[src/rtl/router_reg_param.sv]
// ----------------------------------------------------------------------------
// router_reg_param
//
// Parametrised datapath register stage of the router. It sits between the
// source interface and the per-port FIFOs and is sequenced by the router FSM
// through one-hot state strobes.
//
// Functions:
//   - latches the packet header on a valid destination address
//   - steers header, payload and parity bytes onto dout
//   - parks one byte in a hold register while the selected FIFO is full
//   - accumulates running XOR parity and flags a parity mismatch
//   - counts accepted payload bytes (saturating)
//   - optional header length check, enabled by defining ROUTER_REG_LEN_CHECK_EN
//
// Parameters:
//   DATA_W     byte width in bits (>= ADDR_W+2)
//   ADDR_W     width of the destination field, header[ADDR_W-1:0]
//   NUM_PORTS  number of output ports; valid addresses 0..NUM_PORTS-1
//
// Ports:
//   clock          system clock, rising edge
//   resetn         asynchronous active-low reset
//   pkt_valid      source data valid; low on the parity byte
//   data_in        source byte
//   fifo_full      selected FIFO full
//   rst_int_reg    FSM strobe: clear low_pkt_valid
//   detect_add     FSM state DECODE_ADDRESS
//   lfd_state      FSM state LOAD_FIRST_DATA
//   ld_state       FSM state LOAD_DATA
//   laf_state      FSM state LOAD_AFTER_FULL
//   full_state     FSM state FIFO_FULL_STATE
//   dout           byte to FIFO
//   parity_done    packet parity byte captured
//   low_pkt_valid  pkt_valid seen low during load
//   err            parity mismatch (valid one cycle after parity_done)
//   hold_valid     hold register occupied
//   byte_cnt       payload bytes accepted in the current packet
//   len_err        length mismatch (constant 0 without ROUTER_REG_LEN_CHECK_EN)
// ----------------------------------------------------------------------------
module router_reg_param #(
    parameter int DATA_W    = 8,
    parameter int ADDR_W    = 2,
    parameter int NUM_PORTS = 3
) (
    input  logic                     clock,
    input  logic                     resetn,
    input  logic                     pkt_valid,
    input  logic [DATA_W-1:0]        data_in,
    input  logic                     fifo_full,
    input  logic                     rst_int_reg,
    input  logic                     detect_add,
    input  logic                     lfd_state,
    input  logic                     ld_state,
    input  logic                     laf_state,
    input  logic                     full_state,
    output logic [DATA_W-1:0]        dout,
    output logic                     parity_done,
    output logic                     low_pkt_valid,
    output logic                     err,
    output logic                     hold_valid,
    output logic [DATA_W-ADDR_W-1:0] byte_cnt,
    output logic                     len_err
);

    localparam int                CNT_W      = DATA_W - ADDR_W;
    localparam logic [ADDR_W:0]   PORT_LIMIT = (ADDR_W + 1)'(NUM_PORTS);
    localparam logic [CNT_W-1:0]  CNT_MAX    = {CNT_W{1'b1}};
    localparam logic [CNT_W-1:0]  CNT_ONE    = {{(CNT_W-1){1'b0}}, 1'b1};

    // Running parity accumulation step.
    function automatic logic [DATA_W-1:0] parity_acc(
        input logic [DATA_W-1:0] acc,
        input logic [DATA_W-1:0] data
    );
        return acc ^ data;
    endfunction

    // Saturating payload counter increment; sticks at all-ones.
    function automatic logic [CNT_W-1:0] sat_inc(input logic [CNT_W-1:0] cnt);
        logic [CNT_W-1:0] res;
        if (cnt == CNT_MAX) begin
            res = cnt;
        end else begin
            res = cnt + CNT_ONE;
        end
        return res;
    endfunction

    // State registers
    logic [DATA_W-1:0] header_r,      header_s;
    logic [DATA_W-1:0] hold_r,        hold_s;
    logic [DATA_W-1:0] int_parity_r,  int_parity_s;
    logic [DATA_W-1:0] pkt_parity_r,  pkt_parity_s;
    logic [DATA_W-1:0] dout_r,        dout_s;
    logic [CNT_W-1:0]  byte_cnt_r,    byte_cnt_s;
    logic              parity_done_r, parity_done_s;
    logic              err_r,         err_s;
    logic              err_pend_r,    err_pend_s;
    logic              hold_valid_r,  hold_valid_s;
    logic              low_pkt_valid_r, low_pkt_valid_s;

    // Prioritised state decode: detect_add > lfd_state > ld_state > laf_state.
    logic cap_s;
    logic lfd_act_s;
    logic ld_act_s;
    logic laf_act_s;

    assign cap_s     = detect_add && pkt_valid &&
                       ({1'b0, data_in[ADDR_W-1:0]} < PORT_LIMIT);
    assign lfd_act_s = !detect_add && lfd_state;
    assign ld_act_s  = !detect_add && !lfd_state && ld_state;
    assign laf_act_s = !detect_add && !lfd_state && !ld_state && laf_state;

    // Next-state logic for header, datapath, parity and counter.
    always_comb begin
        header_s      = header_r;
        hold_s        = hold_r;
        int_parity_s  = int_parity_r;
        pkt_parity_s  = pkt_parity_r;
        dout_s        = dout_r;
        byte_cnt_s    = byte_cnt_r;
        parity_done_s = parity_done_r;
        err_s         = err_r;
        hold_valid_s  = hold_valid_r;
        // err_pend is a one-cycle marker following the rise of parity_done.
        err_pend_s    = 1'b0;

        // Parity verdict one cycle after parity_done rises; a header capture
        // in the same cycle wins and starts a clean packet.
        if (err_pend_r && !cap_s) begin
            err_s = (pkt_parity_r != int_parity_r);
        end else begin
            err_s = err_r;
        end

        if (detect_add) begin
            if (cap_s) begin
                header_s      = data_in;
                int_parity_s  = {DATA_W{1'b0}};
                byte_cnt_s    = {CNT_W{1'b0}};
                parity_done_s = 1'b0;
                err_s         = 1'b0;
                hold_valid_s  = 1'b0;
            end else begin
                // Invalid destination or no valid data: nothing changes.
                header_s = header_r;
            end
        end else if (lfd_act_s) begin
            dout_s       = header_r;
            int_parity_s = parity_acc(int_parity_r, header_r);
        end else if (ld_act_s) begin
            if (fifo_full) begin
                hold_s       = data_in;
                hold_valid_s = 1'b1;
            end else begin
                dout_s = data_in;
            end

            if (pkt_valid && !full_state) begin
                int_parity_s = parity_acc(int_parity_r, data_in);
                byte_cnt_s   = sat_inc(byte_cnt_r);
            end else begin
                byte_cnt_s = byte_cnt_r;
            end

            // Parity byte: captured even when it is parked in hold.
            if (!pkt_valid && !parity_done_r) begin
                pkt_parity_s  = data_in;
                parity_done_s = 1'b1;
                err_pend_s    = 1'b1;
            end else begin
                pkt_parity_s = pkt_parity_r;
            end
        end else if (laf_act_s) begin
            if (hold_valid_r) begin
                dout_s       = hold_r;
                hold_valid_s = 1'b0;
            end else begin
                dout_s = dout_r;
            end

            if (low_pkt_valid_r && !parity_done_r) begin
                parity_done_s = 1'b1;
                err_pend_s    = 1'b1;
            end else begin
                parity_done_s = parity_done_r;
            end
        end else begin
            dout_s = dout_r;
        end
    end

    // Next-state logic for low_pkt_valid; rst_int_reg has priority.
    always_comb begin
        low_pkt_valid_s = low_pkt_valid_r;
        if (rst_int_reg) begin
            low_pkt_valid_s = 1'b0;
        end else if (ld_act_s && !pkt_valid) begin
            low_pkt_valid_s = 1'b1;
        end else begin
            low_pkt_valid_s = low_pkt_valid_r;
        end
    end

    // Register bank with asynchronous clear.
    always_ff @(posedge clock or negedge resetn) begin
        if (!resetn) begin
            header_r        <= {DATA_W{1'b0}};
            hold_r          <= {DATA_W{1'b0}};
            int_parity_r    <= {DATA_W{1'b0}};
            pkt_parity_r    <= {DATA_W{1'b0}};
            dout_r          <= {DATA_W{1'b0}};
            byte_cnt_r      <= {CNT_W{1'b0}};
            parity_done_r   <= 1'b0;
            err_r           <= 1'b0;
            err_pend_r      <= 1'b0;
            hold_valid_r    <= 1'b0;
            low_pkt_valid_r <= 1'b0;
        end else begin
            header_r        <= header_s;
            hold_r          <= hold_s;
            int_parity_r    <= int_parity_s;
            pkt_parity_r    <= pkt_parity_s;
            dout_r          <= dout_s;
            byte_cnt_r      <= byte_cnt_s;
            parity_done_r   <= parity_done_s;
            err_r           <= err_s;
            err_pend_r      <= err_pend_s;
            hold_valid_r    <= hold_valid_s;
            low_pkt_valid_r <= low_pkt_valid_s;
        end
    end

`ifdef ROUTER_REG_LEN_CHECK_EN
    logic len_err_r, len_err_s;

    // Length verdict: accepted payload count against header length field,
    // evaluated together with the parity verdict.
    always_comb begin
        len_err_s = len_err_r;
        if (cap_s) begin
            len_err_s = 1'b0;
        end else if (err_pend_r) begin
            len_err_s = (byte_cnt_r != header_r[DATA_W-1:ADDR_W]);
        end else begin
            len_err_s = len_err_r;
        end
    end

    // Length error register with asynchronous clear.
    always_ff @(posedge clock or negedge resetn) begin
        if (!resetn) begin
            len_err_r <= 1'b0;
        end else begin
            len_err_r <= len_err_s;
        end
    end

    assign len_err = len_err_r;
`else
    assign len_err = 1'b0;
`endif

    assign dout          = dout_r;
    assign parity_done   = parity_done_r;
    assign low_pkt_valid = low_pkt_valid_r;
    assign err           = err_r;
    assign hold_valid    = hold_valid_r;
    assign byte_cnt      = byte_cnt_r;

endmodule

[config.mk]
export PLATFORM = sky130hd
export DESIGN_NAME = router_reg_param
export DESIGN_NICKNAME = d
export VERILOG_FILES = /design/src/rtl/router_reg_param.sv
export SDC_FILE = /design/constraint.sdc
export NUM_CORES = 1
export LEC_CHECK = 0
export CAP_MARGIN = 10
export CORE_MARGIN = 2
export CORE_UTILIZATION = 53
export CTS_BUF_LIST = sky130_fd_sc_hd__clkbuf_4 sky130_fd_sc_hd__clkbuf_8
export DETAILED_ROUTE_END_ITERATION = 7
export PLACE_DENSITY = 0.79
export RECOVER_POWER = 50
export SLEW_MARGIN = 40
export SYNTH_ARGS = -nofsm -noshare
export SYNTH_HDL_FRONTEND = slang
export SYNTH_SLANG_ARGS = --single-unit
[constraint.sdc]
create_clock -name clock -period 2.7 [get_ports clock]
set_input_delay 0.27 -clock clock [delete_from_list [all_inputs] [get_ports clock]]
set_output_delay 0.27 -clock clock [all_outputs]
set_load 0.1 [all_outputs]
==> flow_metrics.py <==
metrics = {
    "synthesis": {
        "synth.most_common_cell": "dfrtp_1",
        "synth_warnings": 0,
        "synth_commonest_cells": "51 x dfrtp_1, 30 x mux2_2, 15 x o21ai_0, 12 x a21oi_1, 12 x nor2_1",
        "syn_area_um2": 2650,
        "syn_inst": 243,
        "synth_fp_nets": 262,
        "yosysUniqueCellTypes": 41,
        "synth_flop_cell": "dfrtp_1",
        "ys_async_sr_fraction": 1.00,
        "synth_edf_count": 0,
        "syn_avg_cell_area_um2": 10.9,
        "ys_seq_area_frac": 0.482,
        "synth-seq-cells": 51,
        "synth_area_leaders": "dfrtp_1 48%, mux2_2 13%, mux2i_1 3.8%, o21ai_0 2.8%, o311ai_0 2.6%",
        "synth_largest_area_cell": "dfrtp_1",
        "synth_top_area_frac": 0.482,
    },
    "timing": {
        "slew_headroom": -0.0398,
        "setup_viol": 0,
        "clock.fmax_ghz": 0.458,
        "min_period_over_period": 0.809,
        "period_minus_slack_ns": 2.18,
        "worst_pin_slew_ns": 1.56,
        "hold_viol": 0,
        "slew_viol_final": 30,
        "rsz0062_at_grt": "no",
        "final.setup.tns_ns": 0,
        "skew_ns": 0.00849,
    },
    "placed_design": {
        "gp_congestion": 0.822,
        "portBuffers": 35,
        "hpwl_um": 4090,
    },
    "cells_and_area": {
        "drive_gt1_frac": 0.218,
        "syn2layout_area_growth_pct": 16.2,
        "antenna_cells": 0,
        "final_nets": 298,
    },
    "status": {
        "violations": "capacitance limit, slew limit",
        "outcome": "complete, but fails checks",
    },
    "floorplan": {
        "die_w_um": 74.7,
        "initial_core_util": 0.553,
        "die_area_um2": 5580,
        "core_area_um2": 4790,
        "num_rows": 25,
        "die_h_um": 74.7,
        "io_pins": 37,
    },
    "setup_path": {
        "crit_required_ns": 2.92,
        "r2r_start": "byte_cnt[1]",
        "crit_path_max_fanout": 12,
        "start_kind": "primary input",
        "arrival_ns": 2.40,
        "rr_worst_depth": 5,
        "crit_chain": "dlygate4sd3_1 > clkbuf_1 > nor2_1 > a21boi_1 > buf_4 > a21o_1 > o31ai_1",
        "slowest_delay_ns": 0.58,
        "path_class": "in2reg",
        "cp_slowest_cell": "dlygate4sd3_1",
        "cp-end-kind": "flop",
        "cp-startpoint": "detect_add",
    },
    "drt": {
        "vias": 1979,
        "drt_iter0_markers": 166,
        "dr.pass1.iters": 4,
        "wire_per_inst_um": 16.2,
        "wl_um": 5640,
        "drc": 0,
        "ant_nets": 0,
        "vias_per_cell": 5.70,
    },
    "grt": {
        "grt_pass1_vias": 1927,
        "grtUsageMet3": 0.0442,
        "grt_util_met2": 0.332,
        "grt_util_met1": 0.344,
        "overflow": 0,
        "antenna_found_initial": 0,
        "grt_pass1_wl_um": 9520,
        "grt_max_degree": 30,
        "grt.total_usage": 0.223,
        "top_usage_layer": "met1",
    },
    "clock_tree": {
        "post_cts_resized": 0,
        "cts_tree": "yes",
        "clock_latency_ns": 0.30,
        "post_cts_buffers": 0,
        "postCtsHoldBufs": 0,
        "h-tree-depth": 2,
        "cts_buffers": 5,
        "cts-root-buf": "clkbuf_8",
        "cts_buffer_depth": 2,
        "path_clk_slew_ns": 0.09,
        "cts_sinks": 51,
    },
    "pwr": {
        "total_power_uw": 2660,
        "p_leak_uw": 0.00127,
        "ir_drop_mv": 0.593,
        "powerDensity_nw_per_um2": 865,
    },
    "run": {
        "maxCapViolations": 1,
    },
    "hold_path": {
        "hold_class": "in2async",
    },
}
## kinds of logic after synthesis
group / share of synthesized area
mux: 0.165
other cells: 0.00142
buf+inv: 0.0260
compound gates: 0.160
flops: 0.482
xor+xnor: 0.0265
fa+ha+maj: 0.00472
simple gates: 0.134
## worst max-delay path, delay by kind of cell
family / cells / cell delay (ns)
buffers and inverters: 3 / 1.19
AND/OR/NAND/NOR: 1 / 0.21
AO/OA/AOI/OAI: 3 / 0.71
## per-layer routing
layer,part of all wire,vias up
met5,0,-
met4,0.0071,0
met3,0.031,4
met2,0.46,39
met1,0.50,978
li1,-,958
## cells in the final DEF (no fill, tap or decap), types with 9 or more instances in the layout
master / count
a21oi_1: 12
buf_4: 16
clkbuf_1: 9
clkdlybuf4s50_1: 15
dfrtp_1: 51
mux2_2: 30
mux2i_1: 10
nand2_1: 10
nand2b_1: 9
nor2_1: 12
nor2b_1: 11
o21ai_0: 15
## stage by stage
step / hold WS, ns / util / cells / worst slack, ns / instance area [µm²]
2_1_floorplan: -0.0256 / - / 243 / 0.371 / 2650
3_3_place_gp: 0.325 / 0.632 / 339 / 0.465 / 3020
3_5_place_dp: 0.338 / 0.632 / 339 / 0.399 / 3020
4_1_cts: 0.000721 / 0.650 / 347 / 0.709 / 3110
5_1_grt: 0.475 / 0.643 / 347 / 0.370 / 3080
6_report: 0.340 / 0.643 / 347 / 0.517 / 3080
## layout make-up
cell class	count	area [µm²]
Tap cell	67	83.8
Fill cell	409	1710
Inverter	2	7.51
Clock inverter	2	12.5
Timing Repair Buffer	42	319
Sequential cell	51	1280
Multi-Input combinational cell	177	1300
Clock buffer	6	76.3
## registers in the layout, indices dropped and copies added, names as in the netlist, 6 cells and up
register,count
int_parity_r,8
byte_cnt,6
header_r,8
hold_r,8
pkt_parity_r,8
dout,8
## report_power, final
part / total [µW] / internal (µW) / switching (µW)
logic: 1110 / 332 / 782
clock network: 442 / 192 / 250
registers: 1110 / 945 / 161
## worst paths after layout
kind / end / slack, ns
max in group asynchronous: err_pend_r / 1.05
hold reg to reg: err / 0.45
setup reg to reg: byte_cnt[3] / 0.79
setup / recovery: int_parity_r[5] / 0.52
min in group clock: err / 0.45
hold / removal: dout[0] / 0.34
Note: power is estimated with default switching activity, not from simulation.
